`src/rtl/input_conditioner.sv`:
```
// input_conditioner: synchronize, debounce and strobe-decode board buttons and switches
// Ports:
//   clk, rst_n                  clock and synchronous active-low reset
//   btn_raw[N_BTN], sw_raw[N_SW] asynchronous pin inputs
//   btn_level, sw_level         debounced levels
//   btn_press, btn_release      one-cycle edge strobes aligned with the level change
//   btn_repeat                  press strobe plus auto-repeat strobes while held
//   sw_change                   one-cycle strobe when any switch level changes
module input_conditioner #(
    parameter int N_BTN           = 5,
    parameter int N_SW            = 16,
    parameter int DEBOUNCE_CYCLES = 1000000,
    parameter int REPEAT_DELAY    = 50000000,
    parameter int REPEAT_PERIOD   = 10000000
) (
    input  logic             clk,
    input  logic             rst_n,
    input  logic [N_BTN-1:0] btn_raw,
    input  logic [N_SW-1:0]  sw_raw,
    output logic [N_BTN-1:0] btn_level,
    output logic [N_BTN-1:0] btn_press,
    output logic [N_BTN-1:0] btn_release,
    output logic [N_BTN-1:0] btn_repeat,
    output logic [N_SW-1:0]  sw_level,
    output logic             sw_change
);
    localparam int N    = N_BTN + N_SW;
    localparam int DW   = $clog2(DEBOUNCE_CYCLES + 1);
    localparam int RMAX = (REPEAT_DELAY > REPEAT_PERIOD) ? REPEAT_DELAY : REPEAT_PERIOD;
    localparam int RW   = $clog2(RMAX + 1);
    localparam logic [DW-1:0] DB_LAST  = DW'(DEBOUNCE_CYCLES - 1);
    localparam logic [RW-1:0] R_DELAY  = RW'(REPEAT_DELAY);
    localparam logic [RW-1:0] R_PERIOD = RW'(REPEAT_PERIOD);
    localparam logic [RW-1:0] R_ONE    = RW'(1);

    // Buttons occupy the low bits, switches the high bits of the shared pipeline.
    logic [N-1:0]     sync1_q, sync2_q, level_q, level_d;
    logic [DW-1:0]    db_cnt_q [N];
    logic [DW-1:0]    db_cnt_d [N];
    logic [RW-1:0]    rpt_cnt_q [N_BTN];
    logic [RW-1:0]    rpt_cnt_d [N_BTN];
    logic [N_BTN-1:0] press_q, press_d, release_q, release_d, repeat_q, repeat_d;
    logic             sw_change_q, sw_change_d;

    always_comb begin
        level_d = level_q;
        for (int i = 0; i < N; i++) begin
            db_cnt_d[i] = '0;
            if (sync2_q[i] != level_q[i]) begin
                if (db_cnt_q[i] == DB_LAST) level_d[i] = sync2_q[i];
                else db_cnt_d[i] = db_cnt_q[i] + 1'b1;
            end
        end
        // Strobes are registered from level_d so they coincide with the new level.
        press_d     = level_d[N_BTN-1:0] & ~level_q[N_BTN-1:0];
        release_d   = ~level_d[N_BTN-1:0] & level_q[N_BTN-1:0];
        sw_change_d = |(level_d[N-1:N_BTN] ^ level_q[N-1:N_BTN]);
        for (int i = 0; i < N_BTN; i++) begin
            rpt_cnt_d[i] = '0;
            repeat_d[i]  = 1'b0;
            if (press_d[i]) begin
                rpt_cnt_d[i] = R_DELAY;
                repeat_d[i]  = 1'b1;
            end else if (level_q[i] && level_d[i] && rpt_cnt_q[i] != '0) begin
                // A zero counter while held means auto-repeat is disabled.
                repeat_d[i]  = rpt_cnt_q[i] == R_ONE;
                rpt_cnt_d[i] = (rpt_cnt_q[i] == R_ONE) ? R_PERIOD : rpt_cnt_q[i] - 1'b1;
            end
        end
    end

    always_ff @(posedge clk) begin
        if (!rst_n) begin
            sync1_q     <= '0;
            sync2_q     <= '0;
            level_q     <= '0;
            press_q     <= '0;
            release_q   <= '0;
            repeat_q    <= '0;
            sw_change_q <= 1'b0;
            for (int i = 0; i < N; i++) db_cnt_q[i] <= '0;
            for (int i = 0; i < N_BTN; i++) rpt_cnt_q[i] <= '0;
        end else begin
            sync1_q     <= {sw_raw, btn_raw};
            sync2_q     <= sync1_q;
            level_q     <= level_d;
            press_q     <= press_d;
            release_q   <= release_d;
            repeat_q    <= repeat_d;
            sw_change_q <= sw_change_d;
            for (int i = 0; i < N; i++) db_cnt_q[i] <= db_cnt_d[i];
            for (int i = 0; i < N_BTN; i++) rpt_cnt_q[i] <= rpt_cnt_d[i];
        end
    end

    assign btn_level   = level_q[N_BTN-1:0];
    assign sw_level    = level_q[N-1:N_BTN];
    assign btn_press   = press_q;
    assign btn_release = release_q;
    assign btn_repeat  = repeat_q;
    assign sw_change   = sw_change_q;
endmodule

```
`config.mk`:
```
export PLATFORM = sky130hd
export DESIGN_NAME = input_conditioner
export DESIGN_NICKNAME = d
export VERILOG_FILES = /design/src/rtl/input_conditioner.sv
export SDC_FILE = /design/constraint.sdc
export NUM_CORES = 1
export LEC_CHECK = 0
export CAP_MARGIN = 10
export CORE_UTILIZATION = 59
export CTS_CLUSTER_DIAMETER = 200
export DETAILED_ROUTE_END_ITERATION = 10
export PLACE_DENSITY = 0.76
export SETUP_SLACK_MARGIN = 0.1
export SKIP_LAST_GASP = 1
export SLEW_MARGIN = 20
export SYNTH_ARGS = -nofsm -noshare
export SYNTH_HDL_FRONTEND = slang
export SYNTH_SLANG_ARGS = --single-unit
export TNS_END_PERCENT = 100
```
`constraint.sdc`:
```
create_clock -name clk -period 6.8 [get_ports clk]
set_input_delay 1.36 -clock clk [delete_from_list [all_inputs] [get_ports clk]]
set_output_delay 1.36 -clock clk [all_outputs]
set_load 0.02 [all_outputs]
```
==> results.cfg <==
[routing]
via_per_inst = 5.51
vias = 20900
firstDrtPassIters = 5
ant_nets = 0
first_iter_violations = 1302
routed_wl_um = 53000
wl_per_cell_um = 14.0
drc_errors = 0

[timing]
fin_tns_setup_ns = 0
drv_slew = 0
min_period_over_period_pct = 46.8
hold_viol = 0
finalCriticalPeriod_ns = 3.18
rsz0062_at_grt = false
skew_ns = 0.0125
slew_headroom_pct = 42.5
max_slew.worst_pin.slew_ns = 0.860
fmax_mhz = 314
finalSetupViolCount = 0
fin_hold_ws_ns = 0.430

[setup_path]
crit_path_top_delay_cell = clkdlybuf4s50_1
critPathTopFamily = buffers and inverters
critical-path-max-stage-delay_ns = 0.68
cp.depth = 1
path_class = flop to primary output
crit_chain = clkdlybuf4s50_1
end_kind = primary output
cp_num_buf_inv = 1
worstRegToRegCells = 5
cp.arrival_ns = 1.82
r2r_slack_ns = 3.92
cp.required_ns = 5.44
r2r_end = rpt_cnt_q[0][47]
crit_path_start_kind = flop
crit_fanout = 9
rr_startpoint = rpt_cnt_q[0][36]

[synth]
syn_inst = 3083
synth_async_sr_flop_share_pct = 0
synth_common_cells = 629 x dfxtp_1, 607 x nor2_1, 287 x xnor2_1
synth.distinct_cells = 65
synth.most_common_cell = dfxtp_1
synth_top_area_share_pct = 46.6
yosys.area.top_type = dfxtp_1
ys.flop_type = dfxtp_1
syn-cell-area_um2 = 27000
synth_edf_count = 0
syn_avg_cell_area_um2 = 8.76
ys_seq_elements = 629
syn_nets = 3139
synth.area.top_cells = dfxtp_1 47%, xnor2_1 9.3%, nor2_1 8.4%
synth-seq-area-share_pct = 46.6
ys_warn_count = 0

[clocking]
clockBufferDepth = 3
htreeDepth = 3
cts_sinks = 629
holdBufCountCts = 0
cts_inserted_buffers = 66
ctsResizeCount = 0
clk_pin_slew_ns = 0.06
cts_setup_buffers = 0
clk_latency_ns = 0.58
root_buffer = clkbuf_16
cts_tree = yes

[die]
die-area_um2 = 46700
rows = 78
initial_core_util_pct = 59.7
die_w_um = 216
fp.dieH_um = 216
coreArea_um2 = 45300
num_io_pins = 60

[global_routing]
grt_max_degree = 42
antenna_found_initial = 0
grt_pass1_vias = 20200
grt_pass1_wl_um = 91100
overflow = 0
grt_use_total_pct = 22.6

[placement]
io_buffers = 59
dp.cells = 3671
gp_congestion = 0.817
hpwl_um = 35600

[pwr]
ir_drop_mv = 0.212
p_per_area_nw_per_um2 = 246
p_leak_nw = 10.8

[min_path]
hold_path_startpoint = sync1_q[1]
hold_depth = 1
hold_end = sync2_q[1]
hp-class = flop to flop

[layout]
nNetsFinal = 3195
antenna_cells = 0
area_growth_pct = 12.5
nFillCells = 3617
drive_gt1_share_pct = 4.58
post-route-util_pct = 67.1
fin_cells = 3788

[job]
cap_viol_max_count = 0

[outcome]
status = complete, no violations
worst max path at each step:
stage	start	to	slack, ns
global route	rst_n	db_cnt_q[1][145]	3.49
floorplan	rst_n	db_cnt_q[1][51]	4.27
CTS	level_q[0]	btn_level[0]	3.59
finish	level_q[0]	btn_level[0]	3.62
detailed placement	rst_n	db_cnt_q[1][143]	3.03
global placement	rst_n	db_cnt_q[1][141]	3.15
final cells by class:
cell class                      instances  area, um2  share of cell area, %
Clock inverter                         16        219                  0.720
Sequential cell                       629      12600                   41.4
Inverter                               93        349                   1.15
Multi-Input combinational cell       2280      13800                   45.3
Timing Repair Buffer                   69        663                   2.18
Tap cell                              600        751                   2.47
Clock buffer                          101       2050                   6.74
sequential cells by signal (all words and copies together) (netlist names):
register	count
db_cnt_q	420
rpt_cnt_q	130
level_q	21
sync1_q	21
sync2_q	21
btn_press	5
btn_release	5
btn_repeat	5
sw_change	1
worst register-to-register path: stages (launching register included):
cell,delay [ns]
dfxtp_1,0.33
or4_1,0.65
or3_1,0.62
or3_4,0.50
o221ai_4,0.45
o21ai_0,0.19
power breakdown:
group | internal (mW) | switching, mW | total, mW
Sequential | 3.70 | 0.00963 | 3.71
Clock | 2.27 | 1.44 | 3.70
Combinational | 0.0256 | 0.0414 | 0.0670
layout by cell type, fill, tap and decap left out, types with 7 or more instances in the layout:
cell,count
xor2_1,202
buf_4,11
nor4bb_1,17
or3_1,37
nor4_1,70
nand3b_1,8
nor2_1,607
nor2b_1,12
nand4b_1,10
nor3_1,123
and2_1,66
clkbuf_16,71
nor4b_1,21
nand4_1,99
xnor2_1,287
or4_1,34
clkbuf_8,16
clkbuf_1,14
ha_1,33
a21oi_1,62
mux2i_1,8
nand2_1,171
o21ai_0,64
and3_1,56
or2_2,13
clkinv_2,7
dfxtp_1,629
clkdlybuf4s50_1,58
inv_1,93
nor3b_1,9
nand2b_1,8
and4_1,35
nand3_1,162
metrics by stage:
step           power [mW]  worst slack (ns)  area [um2]
2_1_floorplan        3.83              4.27       27000
3_3_place_gp         3.86              3.15       28100
3_5_place_dp         3.86              3.03       28100
4_1_cts              7.56              3.59       30400
5_1_grt              7.73              3.49       30400
6_report             7.48              3.62       30400
cell families (layout without fill, tap and decap cells):
logic type	after synthesis	in the layout	share of synthesized area, %
DFF	629	629	46.6
buffers and inverters	174	279	2.47
muxes	8	8	0.296
xor gates and xnor gates	489	489	15.8
and+or+nand+nor	1578	1578	29.4
adders and majority gates	33	33	1.53
AOI/OAI and AO/OA	172	172	3.87
per-layer routing:
metal  global-route usage (%)  routed length, um
met5                        0                  0
met4                     7.00               1180
met3                     3.99               1860
met2                     39.7              25700
met1                     28.2              24200
Note: power is estimated with default switching activity, not from simulation.
